<file path="config.mk">
export PLATFORM = sky130hd
export DESIGN_NAME = seq_multiplier
export DESIGN_NICKNAME = d
export VERILOG_FILES = /design/src/rtl/seq_multiplier.sv
export SDC_FILE = /design/constraint.sdc
export NUM_CORES = 1
export LEC_CHECK = 0
export BUFFER_PORTS_ARGS = -buffer_cell sky130_fd_sc_hd__buf_2
export CAP_MARGIN = 20
export CORE_AREA = 2 2 187 134
export CTS_CLUSTER_DIAMETER = 50
export CTS_CLUSTER_SIZE = 12
export DETAILED_ROUTE_END_ITERATION = 8
export DIE_AREA = 0 0 189 136
export PLACE_DENSITY_LB_ADDON = 0.2
export SLEW_MARGIN = 20
export SYNTH_ARGS = -nofsm -noshare
export SYNTH_HDL_FRONTEND = slang
export SYNTH_SLANG_ARGS = --single-unit
</file>
<file path="constraint.sdc">
create_clock -name i_clk -period 18.4 [get_ports i_clk]
set_clock_uncertainty 0.2 [all_clocks]
set_input_delay 4.6 -clock i_clk [delete_from_list [all_inputs] [get_ports i_clk]]
set_output_delay 4.6 -clock i_clk [all_outputs]
set_load 0.01 [all_outputs]
</file>
<file path="src/rtl/seq_multiplier.sv">
// seq_multiplier: iterative signed shift-add multiplier, one multiplier bit per clock.
// Ports:
//   i_clk        clock, rising edge
//   i_rst        asynchronous active-high reset
//   i_start      request, sampled only in IDLE
//   i_a, i_b     signed WIDTH-bit operands, captured on the accepting edge
//   o_busy       high whenever not IDLE
//   o_done       one-cycle registered pulse, product valid
//   o_result     low WIDTH bits of the product
//   o_result_hi  high WIDTH bits of the product
module seq_multiplier #(
  parameter int WIDTH = 32
) (
  input  logic             i_clk,
  input  logic             i_rst,
  input  logic             i_start,
  input  logic [WIDTH-1:0] i_a,
  input  logic [WIDTH-1:0] i_b,
  output logic             o_busy,
  output logic             o_done,
  output logic [WIDTH-1:0] o_result,
  output logic [WIDTH-1:0] o_result_hi
);
  localparam int CW = (WIDTH > 1) ? $clog2(WIDTH) : 1;
  typedef enum logic [1:0] {S_IDLE, S_BUSY, S_DONE} state_t;
  state_t             r_state, w_next;
  logic [CW-1:0]      r_cnt;
  logic [WIDTH-1:0]   r_mplr;
  logic [2*WIDTH-1:0] r_acc, r_mcand, w_pp, w_acc;
  logic               w_last;
  assign w_last = r_cnt == CW'(WIDTH - 1);
  assign o_busy = r_state != S_IDLE;
  assign o_done = r_state == S_DONE;
  always_comb begin
    w_next = r_state == S_IDLE ? (i_start ? S_BUSY : S_IDLE) :
             r_state == S_BUSY ? (w_last ? S_DONE : S_BUSY) : S_IDLE;
    w_pp   = r_mplr[0] ? r_mcand : '0;
    // the multiplier's sign bit carries weight -2^(WIDTH-1), so its partial product is subtracted
    w_acc  = w_last ? r_acc - w_pp : r_acc + w_pp;
  end
  always_ff @(posedge i_clk or posedge i_rst) begin
    if (i_rst) r_state <= S_IDLE;
    else       r_state <= w_next;
  end
  always_ff @(posedge i_clk or posedge i_rst) begin
    if (i_rst) begin
      r_cnt       <= '0;
      r_mplr      <= '0;
      r_acc       <= '0;
      r_mcand     <= '0;
      o_result    <= '0;
      o_result_hi <= '0;
    end else if (r_state == S_IDLE && i_start) begin
      r_cnt   <= '0;
      r_mplr  <= i_b;
      r_acc   <= '0;
      r_mcand <= {{WIDTH{i_a[WIDTH-1]}}, i_a};
    end else if (r_state == S_BUSY) begin
      r_cnt   <= r_cnt + CW'(1);
      r_mplr  <= r_mplr >> 1;
      r_acc   <= w_acc;
      r_mcand <= r_mcand << 1;
      if (w_last) {o_result_hi, o_result} <= w_acc;
    end
  end
endmodule

</file>
==> results.yml <==
run_status:
  outcome: "finished, final reports clean"
run:
  timing.max_cap.violations: 0
setup_path:
  critPathMaxStageDelay_ns: 0.90
  worst_ep_arrival_time_ns: 7.25
  slowest_stage: "buf_4"
  worstPathMaxFanout: 91
  cp_num_buf_inv: 3
  cpLargestDelayFamily: "buffers and inverters"
  crit_path_end_kind: "flip-flop"
  timing.critical_path.required_ns: 18.64
  worst_setup_path_start_kind: "input port"
  critPathKind: "input port to flip-flop"
  crit_chain: "buf_2 -> and2_2 -> buf_4 -> nor2_4 -> buf_4 -> nand2_1 -> o21ai_0"
  worst_path_most_repeated_cell: "buf_4"
cts:
  cts.repair.resized: 0
  cts_htree_levels: 1
  cts.repair_timing.setup_buffer_count: 0
  worst_skew_pair.late_latency_ns: 0.56
  clock-sinks: 231
  cts_tree: "built"
  post_cts_hold_buffer_count: 0
  ctsRootBufferMaster: "clkbuf_16"
  cts.clk_slew.worst_paths_ns: 0.06
  cts-root-to-sink-buffers: 3
  cts_buffers: 26
sta:
  final_hold_viol_count: 0
  worst_slew_margin_rel_pct: 26.8
  worstMarginPinSlew_ns: 1.10
  finalSetupViolations: 0
  achievable-frequency_mhz: 143
  number_of_max_slew_violations_in_the_final_report: 0
  final_period_minus_worst_setup_slack_ns: 7.01
  rsz0062_at_grt: "false"
  setup_total_negative_slack_ns: 0
  min_period_over_period_pct: 38.1
cells_and_area:
  nFillCells: 2085
  nNetsFinal: 1893
  final_area_sq_um: 15700
  drive_gt1_share_pct: 11.4
  final_common_cell: "nand2_1"
  layout.cells.most_common_list: "nand2_1, dfrtp_1, o21ai_0"
  antenna_cells_inserted: 0
  area_growth_from_synthesis_to_layout_pct: 10.9
routing:
  route.antenna.remaining_nets: 0
  initialDrtViolationCount: 1586
  route.detailed.wl_per_inst_um: 18.5
  drc_errors: 0
  detailedRoute.firstPassIterationCount: 6
  route.final.wire_length_mm: 38.8
  vias: 12971
  viasPerCell: 6.19
yosys:
  synth.lib_cells_used.distinct: 64
  mappedNetlistArea_sq_um: 14200
  yosys_most_used_dff: "dfrtp_1"
  synth.area.top_cells: "dfrtp_1, nand2_1, o21ai_0"
  yosysTopAreaCellShare_pct: 40.7
  number_of_nets_produced_by_synthesis: 1837
  ys_warn_count: 0
  async_flop_share_pct: 100
  synth_seq_area_share_pct: 40.7
  post-synth-top-area-cell: "dfrtp_1"
  synth-seq-cells: 231
  post_synth.cell_area_avg_sq_um: 8.33
  synth_enable_flop_cells: 0
  number_of_instances_in_the_synthesized_netlist: 1703
grt:
  grt_overflow_total: 0
  grt_usage_pct: 30.4
  first_global_vias: 11987
  antenna_violations_before_repair: 0
  first_pass_grt_wire_length_mm: 63.4
  grt_max_degree: 127
floorplan:
  rows: 48
  dieWidth_um: 189
  core-area_sq_um: 24100
  top_level_ports: 133
  initial_cell_density_of_the_core_pct: 58.9
  die_height_um: 136
  area_of_the_die_sq_um: 25700
placement:
  placed_cell_area_sq_um: 14900
  detailed_place_hpwl_mm: 27.0
  io_buffer_count: 132
  place_congestion: 0.956
worst_hold_path:
  min_path_type: "flip-flop to flip-flop"
## synthesized netlist by cell type (4+ instances only)
cell / number
nand2_1: 338
dfrtp_1: 231
o21ai_0: 180
a21oi_1: 109
clkbuf_1: 108
nor2_1: 101
ha_1: 66
xor2_1: 60
a22oi_1: 54
nand3_1: 51
a31oi_1: 39
a221o_1: 35
nor3_1: 34
xnor2_1: 33
a21o_1: 29
inv_1: 26
and3_1: 22
nand4_1: 19
o211ai_1: 17
o21bai_1: 17
nand2b_1: 10
or3_1: 10
and4_1: 8
nor2b_1: 8
nor4_1: 7
a211oi_1: 6
buf_1: 6
o21a_1: 6
o31ai_1: 6
and2_1: 5
a221oi_1: 4
or4_1: 4
## registers in the layout, indices dropped and copies added (netlist names)
| signal | count |
|---|---|
| o_result | 32 |
| o_result_hi | 32 |
| r_acc | 64 |
| r_cnt | 5 |
| r_mcand | 64 |
| r_mplr | 32 |
| r_state | 2 |
## final timing paths
check                                             from                          end  slack [ns]  depth (start not counted)
min                        o_result_hi[20]$_DFFE_PP0P_  o_result_hi[20]$_DFFE_PP0P_        0.27                          2
min in group asynchronous                        i_rst     o_result[25]$_DFFE_PP0P_        4.04                          2
max reg2reg                     r_mcand[4]$_DFFE_PP0P_  o_result_hi[28]$_DFFE_PP0P_       11.94                         17
max                                            i_start        r_acc[26]$_DFFE_PP0P_       11.39                          7
min reg2reg                o_result_hi[20]$_DFFE_PP0P_  o_result_hi[20]$_DFFE_PP0P_        0.27                          2
max in group asynchronous                        i_rst        r_acc[44]$_DFFE_PP0P_       12.71                          3
## worst register-to-register path: cells and delay by family (launching register included)
| family | cells | cell delay (ns) |
|---|---|---|
| XOR/XNOR | 1 | 0.16 |
| AND/OR/NAND/NOR | 10 | 3.10 |
| adder cells (fa/ha/maj) | 1 | 0.51 |
| flip-flops | 1 | 0.45 |
| AO/OA/AOI/OAI | 5 | 1.98 |
## metal layers
layer	track usage [%]	part of all wire (%)
met1	47.6	48
met2	43.2	41
met3	6.32	9.6
met4	5.51	1.5
met5	0	0
## through the flow
stage	hold WS [ns]	util, %	instances	worst slack, ns
after floorplan	0.247	-	1703	7.27
after global placement	0.255	62.1	2056	10.93
after detailed placement	0.265	62.1	2056	10.86
after CTS	0.277	65.3	2094	11.45
after global routing	0.294	65.3	2094	11.18
final	0.269	65.3	2094	11.39
## logic make-up after synthesis
| kind of cell | count (synthesis) | share of synthesized area (%) |
|---|---|---|
| AND/OR/NAND/NOR | 630 | 19.7 |
| AO/OA/AOI/OAI | 537 | 23.9 |
| flip-flops | 231 | 40.7 |
| buffers and inverters | 142 | 3.79 |
| XOR/XNOR | 93 | 5.74 |
| adder cells (fa/ha/maj) | 67 | 5.96 |
| multiplexers | 3 | 0.212 |
## layout make-up
type | instances | area (sq um) | area share (%)
inverters | 26 | 105 | 0.668
clock inverters | 9 | 114 | 0.724
multi-input cells | 1330 | 7900 | 50.2
repair buffers | 144 | 751 | 4.77
flip-flops and latches | 231 | 5780 | 36.8
well taps | 325 | 407 | 2.59
clock buffers | 29 | 672 | 4.27
Power is not shown: default switching activity piles up to over one toggle a cycle in this logic, so the estimate is an artifact.
